<file path="src/rtl/bcd_scan_counter.sv">
// Four-digit BCD counter with clear/load/increment and a multiplexed-display digit scanner.
// Latency: count, carry_out and digit_sel update one edge after their cause; bcd_out is combinational from count/index.
// No backpressure: en is an unconditional increment request; the scan runs freely and only rst touches it.
//
// Ports: clk, rst (sync, active-high); en/clr/load with priority rst > clr > load > en;
//        load_val/count are 4 BCD nibbles ([3:0] units .. [15:12] thousands);
//        carry_out pulses one cycle after a 9999->0000 increment;
//        digit_sel is the one-hot digit enable (bit 0 = units), bcd_out the selected digit's nibble.
module bcd_scan_counter #(
    parameter int unsigned SCAN_DIV = 4
) (
    input  logic        clk,
    input  logic        rst,
    input  logic        en,
    input  logic        clr,
    input  logic        load,
    input  logic [15:0] load_val,
    output logic [15:0] count,
    output logic        carry_out,
    output logic [3:0]  bcd_out,
    output logic [3:0]  digit_sel
);

    localparam logic [15:0] PRESC_MAX = 16'(SCAN_DIV - 1);

    logic [15:0] count_q, count_d;
    logic        carry_q, carry_d;
    logic [15:0] presc_q, presc_d;
    logic [1:0]  idx_q, idx_d;
    logic [3:0]  digit_sel_q, digit_sel_d;

    logic [15:0] inc_val;
    logic [15:0] load_clean;
    logic [4:0]  dig_carry;

    // Decimal increment as a ripple of per-digit carries; dig_carry[4] set means the
    // value was 9999 and the increment wraps to 0000.
    always_comb begin
        inc_val      = count_q;
        dig_carry    = 5'b00000;
        dig_carry[0] = 1'b1;
        for (int i = 0; i < 4; i++) begin
            if (dig_carry[i]) begin
                if (count_q[4*i +: 4] >= 4'd9) begin
                    inc_val[4*i +: 4] = 4'd0;
                    dig_carry[i+1]    = 1'b1;
                end else begin
                    inc_val[4*i +: 4] = count_q[4*i +: 4] + 4'd1;
                end
            end
        end
    end

    // Non-decimal nibbles are stored as zero so count never holds an illegal digit.
    always_comb begin
        load_clean = 16'h0000;
        for (int i = 0; i < 4; i++) begin
            if (load_val[4*i +: 4] <= 4'd9) begin
                load_clean[4*i +: 4] = load_val[4*i +: 4];
            end
        end
    end

    always_comb begin
        count_d = count_q;
        carry_d = 1'b0;
        if (clr) begin
            count_d = 16'h0000;
        end else if (load) begin
            count_d = load_clean;
        end else if (en) begin
            count_d = inc_val;
            carry_d = dig_carry[4];
        end
    end

    // Scan: prescaler wraps at SCAN_DIV-1 and advances the digit index. digit_sel is
    // decoded from the next index so the registered one-hot always matches idx_q.
    always_comb begin
        presc_d = presc_q + 16'd1;
        idx_d   = idx_q;
        if (presc_q >= PRESC_MAX) begin
            presc_d = 16'd0;
            idx_d   = idx_q + 2'd1;
        end
        digit_sel_d = 4'b0001 << idx_d;
    end

    always_ff @(posedge clk) begin
        if (rst) begin
            count_q     <= 16'h0000;
            carry_q     <= 1'b0;
            presc_q     <= 16'd0;
            idx_q       <= 2'd0;
            digit_sel_q <= 4'b0001;
        end else begin
            count_q     <= count_d;
            carry_q     <= carry_d;
            presc_q     <= presc_d;
            idx_q       <= idx_d;
            digit_sel_q <= digit_sel_d;
        end
    end

    always_comb begin
        bcd_out = count_q[3:0];
        case (idx_q)
            2'd0: bcd_out = count_q[3:0];
            2'd1: bcd_out = count_q[7:4];
            2'd2: bcd_out = count_q[11:8];
            2'd3: bcd_out = count_q[15:12];
            default: bcd_out = count_q[3:0];
        endcase
    end

    assign count     = count_q;
    assign carry_out = carry_q;
    assign digit_sel = digit_sel_q;

endmodule

</file>
<file path="config.mk">
export PLATFORM = sky130hd
export DESIGN_NAME = bcd_scan_counter
export DESIGN_NICKNAME = d
export VERILOG_FILES = /design/src/rtl/bcd_scan_counter.sv
export SDC_FILE = /design/constraint.sdc
export NUM_CORES = 1
export LEC_CHECK = 0
export ABC_AREA = 1
export CORE_AREA = 5 5 73 75
export CTS_BUF_LIST = sky130_fd_sc_hd__clkbuf_8
export DETAILED_ROUTE_END_ITERATION = 10
export DIE_AREA = 0 0 78 80
export GPL_ROUTABILITY_DRIVEN = 1
export GPL_TIMING_DRIVEN = 0
export PLACE_DENSITY_LB_ADDON = 0.1
export SETUP_SLACK_MARGIN = 0.1
export SYNTH_ARGS = -nofsm -noshare
export SYNTH_HDL_FRONTEND = slang
export SYNTH_SLANG_ARGS = --single-unit
</file>
<file path="constraint.sdc">
create_clock -name clk -period 1.38 [get_ports clk]
set_clock_uncertainty 0.1 [all_clocks]
set_input_delay 0.276 -clock clk [delete_from_list [all_inputs] [get_ports clk]]
set_output_delay 0.276 -clock clk [all_outputs]
set_load 0.01 [all_outputs]
</file>
==> metrics.txt <==
Root Driver=clkbuf_8; Psw=0.849 mW; I/O pins=46; vias=2193; outcome=finished with violations; clock share of power=0.307; Final Max Tran Viols=0; Most Used Layer, Global Route=met2; clock transition at the registers of the reported paths=80 ps; port buffer count=44; design area=0.00357 mm^2; final worst slack=-396 ps; grt met1 use=0.225; WP buf/inv=3; Max Cap Violations=0; Yosys reg bits=39; CTS max path bufs=2; switching share of power=0.318; Reg area=848 um^2; fillers=310; Seq/Total Area, Yosys=0.375; RSZ-0062 raised after global routing=yes; area post-placement=0.00282 mm^2; power consumption=2.67 mW; Multi-input gate area=0.00161 mm^2; sequential share of power=0.453; Post-synth EDFFs=0; # rows=25; Area contributors post-synth=dfxtp_1 (37%), ha_1 (10%), nand2_1 (9.0%); Tcrit/Tclk final=1.29; delay-heaviest family, CP=flip-flops; Placer Congestion=0.833; largest net degree at the start of global routing=15; post-synthesis xor/xnor area fraction=0.0210; synthesis-to-finish area growth=71.4%; Avg Synthesized Cell Area=7.50 um^2; Starting Density=0.453; Setup crit end kind=output port; Synth Area in Adders=0.102; WS Path Type=flop to output port; vias in the first global route=2053; Hold Violations, Final=0; slowest CP cell=dfxtp_4; grt met2 use=0.320; final std cells w/o fill=434; combinational fraction of design power=0.240; worst-path maximum fanout=4; Pre-antenna DRT Iters=4; insertion delay to the later sink of the worst-skew pair=310 ps; Synth warnings=0; FFs w/ async S/R, synth=0; worst min path class=input pin to flop; Placed Instances=389; crit-path cells=inv_4 -> ha_4 -> inv_6 -> o22ai_2 -> a21oi_2 -> o21ai_2 -> buf_2; antenna viol nets, final=0; clock sinks=39; max incr delay on CP=400 ps; Yosys top cell by area=dfxtp_1; die span in y=80 um; Post-Syn Area=0.00208 mm^2; hold slack final=258 ps; ys flop type=dfxtp_1; die footprint=0.00624 mm^2; Int Pwr=1.82 mW; Setup TNS=-2380 ps; Yosys cell types=32; crit path launch type=flop; drt wl/cell=14.8 um; M3 GR Usage=0.0406; H-tree lvl count=2; first-pass GRT wire length=9.33 mm; CTS Buf Count=5; final wirelength=6.42 mm; Worst Max-Slew Pin Slew=541 ps; leak pwr=1.58 nW; diode count=0; VDD IR max=785 uV; crit path DAT=1400 ps; CP required=1000 ps; Synth Area in Simple Gates=0.324; relative slew slack=0.639; vias per cell=5.05; Nets=417; Die X=78 um; antenna violations before repair=0; Core Area=0.00460 mm^2; fmax=0.563 GHz; GR Overflow Total=0; Post-route DRC=0; PD cells=748 mW/mm^2; compound-cell area share of the yosys netlist=0.0966; CTS tree=yes; hold_buf cts=0; cell count after synthesis=278; failing checks=setup timing; DR iter-0 viols=73; share of cells above drive strength 1=0.489; main combinational cell family by area after synthesis=simple AND/OR/NAND/NOR gates; Final setup viols=20; fin crit period=1780 ps; dpl hpwl=3.77 mm; Total GRT Usage=0.188; Yosys top cell area share=0.375; mux cell area share after synthesis=0
routing by layer:
metal | share of wire | vias up
met5 | 0 | -
met3 | 0.048 | 22
met4 | 0.037 | 0
met1 | 0.41 | 1003
li1 | - | 1091
met2 | 0.51 | 77
per-stage QoR:
| step | setup WS (ps) | util |
|---|---|---|
| after floorplan | 38.9 | - |
| after global placement | -528 | 0.613 |
| after detailed placement | -516 | 0.613 |
| after CTS | -377 | 0.715 |
| after global routing | -473 | 0.777 |
| final | -396 | 0.777 |
area by class of cell:
| type | count | share of cell area |
|---|---|---|
| Multi-Input combinational cell | 213 | 0.450 |
| Timing Repair Buffer | 81 | 0.214 |
| Sequential cell | 39 | 0.237 |
| Buffer | 4 | 0.00875 |
| Inverter | 35 | 0.0459 |
| Clock inverter | 3 | 0.00630 |
| Clock buffer | 5 | 0.0193 |
| Tap cell | 54 | 0.0189 |
cells by family (layout without fill, tap and decap cells):
logic type | count (synthesis) | in the layout
buffers and inverters | 39 | 128
adder cells (fa/ha/maj) | 17 | 17
AND/OR/NAND/NOR | 139 | 139
AO/OA/AOI/OAI | 38 | 38
flip-flops | 39 | 39
XOR/XNOR | 5 | 5
other | 1 | 14
what timing repair did:
| action | in CTS | in global routing |
|---|---|---|
| pin swaps | 17 | 33 |
| setup buffers | 25 | 16 |
| setup endpoints to repair | 48 | 45 |
| gates resized for setup | 161 | 56 |
synthesized netlist by cell type, types with 2 or more instances:
cell type,count
nand3_1,26
inv_1,30
nor4_1,2
nand2_4,4
xor2_1,3
o21ai_0,16
nor3_1,2
nand2_2,6
o21ai_1,4
nor2_1,35
dfxtp_1,39
nand2_1,50
a21oi_1,10
o22ai_1,4
a31oi_1,3
nor2_2,6
ha_1,17
nand4_1,2
inv_2,4
xnor2_1,2
nor2_4,2
registers in the layout, indices dropped and copies added (netlist names):
name and count:
carry_out 1, idx_q 2, count 16, presc_q 16, digit_sel 4
worst reg2reg max path, delay by kind of cell (launching register included):
kind                     cells  cell delay, ps
adder cells (fa/ha/maj)      1             150
AND/OR/NAND/NOR              8             630
flip-flops                   1             370
buffers and inverters        2             170
final timing paths:
path | startpoint | to | slack [ps] | depth (start not counted)
min reg2reg | presc_q[0] | presc_q[0] | 440 | 2
min | load | count[0] | 260 | 4
max reg2reg | count[8] | count[13] | -100 | 11
max | idx_q[0] | bcd_out[1] | -400 | 7
cells in the final DEF, fill, tap and decap left out, types with 5 or more instances in the layout:
master,count
nand3_1,21
nand2_1,37
nand2_2,11
nand3_2,5
a21oi_2,7
o21ai_2,8
nor2_4,8
buf_6,30
buf_2,10
dfxtp_1,19
ha_4,10
o21ai_0,8
inv_1,18
clkdlybuf4s50_1,18
inv_4,8
clkbuf_8,5
dfxtp_4,17
buf_4,19
nand2_4,11
conb_1,14
nor2_1,33
inv_2,7
power groups by stage:
stage          Combinational (mW)  Clock, mW  Sequential [mW]
3_3_place_gp                0.461          0             1.25
2_1_floorplan               0.271          0             1.26
5_1_grt                     0.699      0.898             1.22
3_5_place_dp                0.467          0             1.25
6_report                    0.641      0.821             1.21
4_1_cts                     0.545      0.842             1.21
No activity file was read; power rests on OpenSTA's default activity.
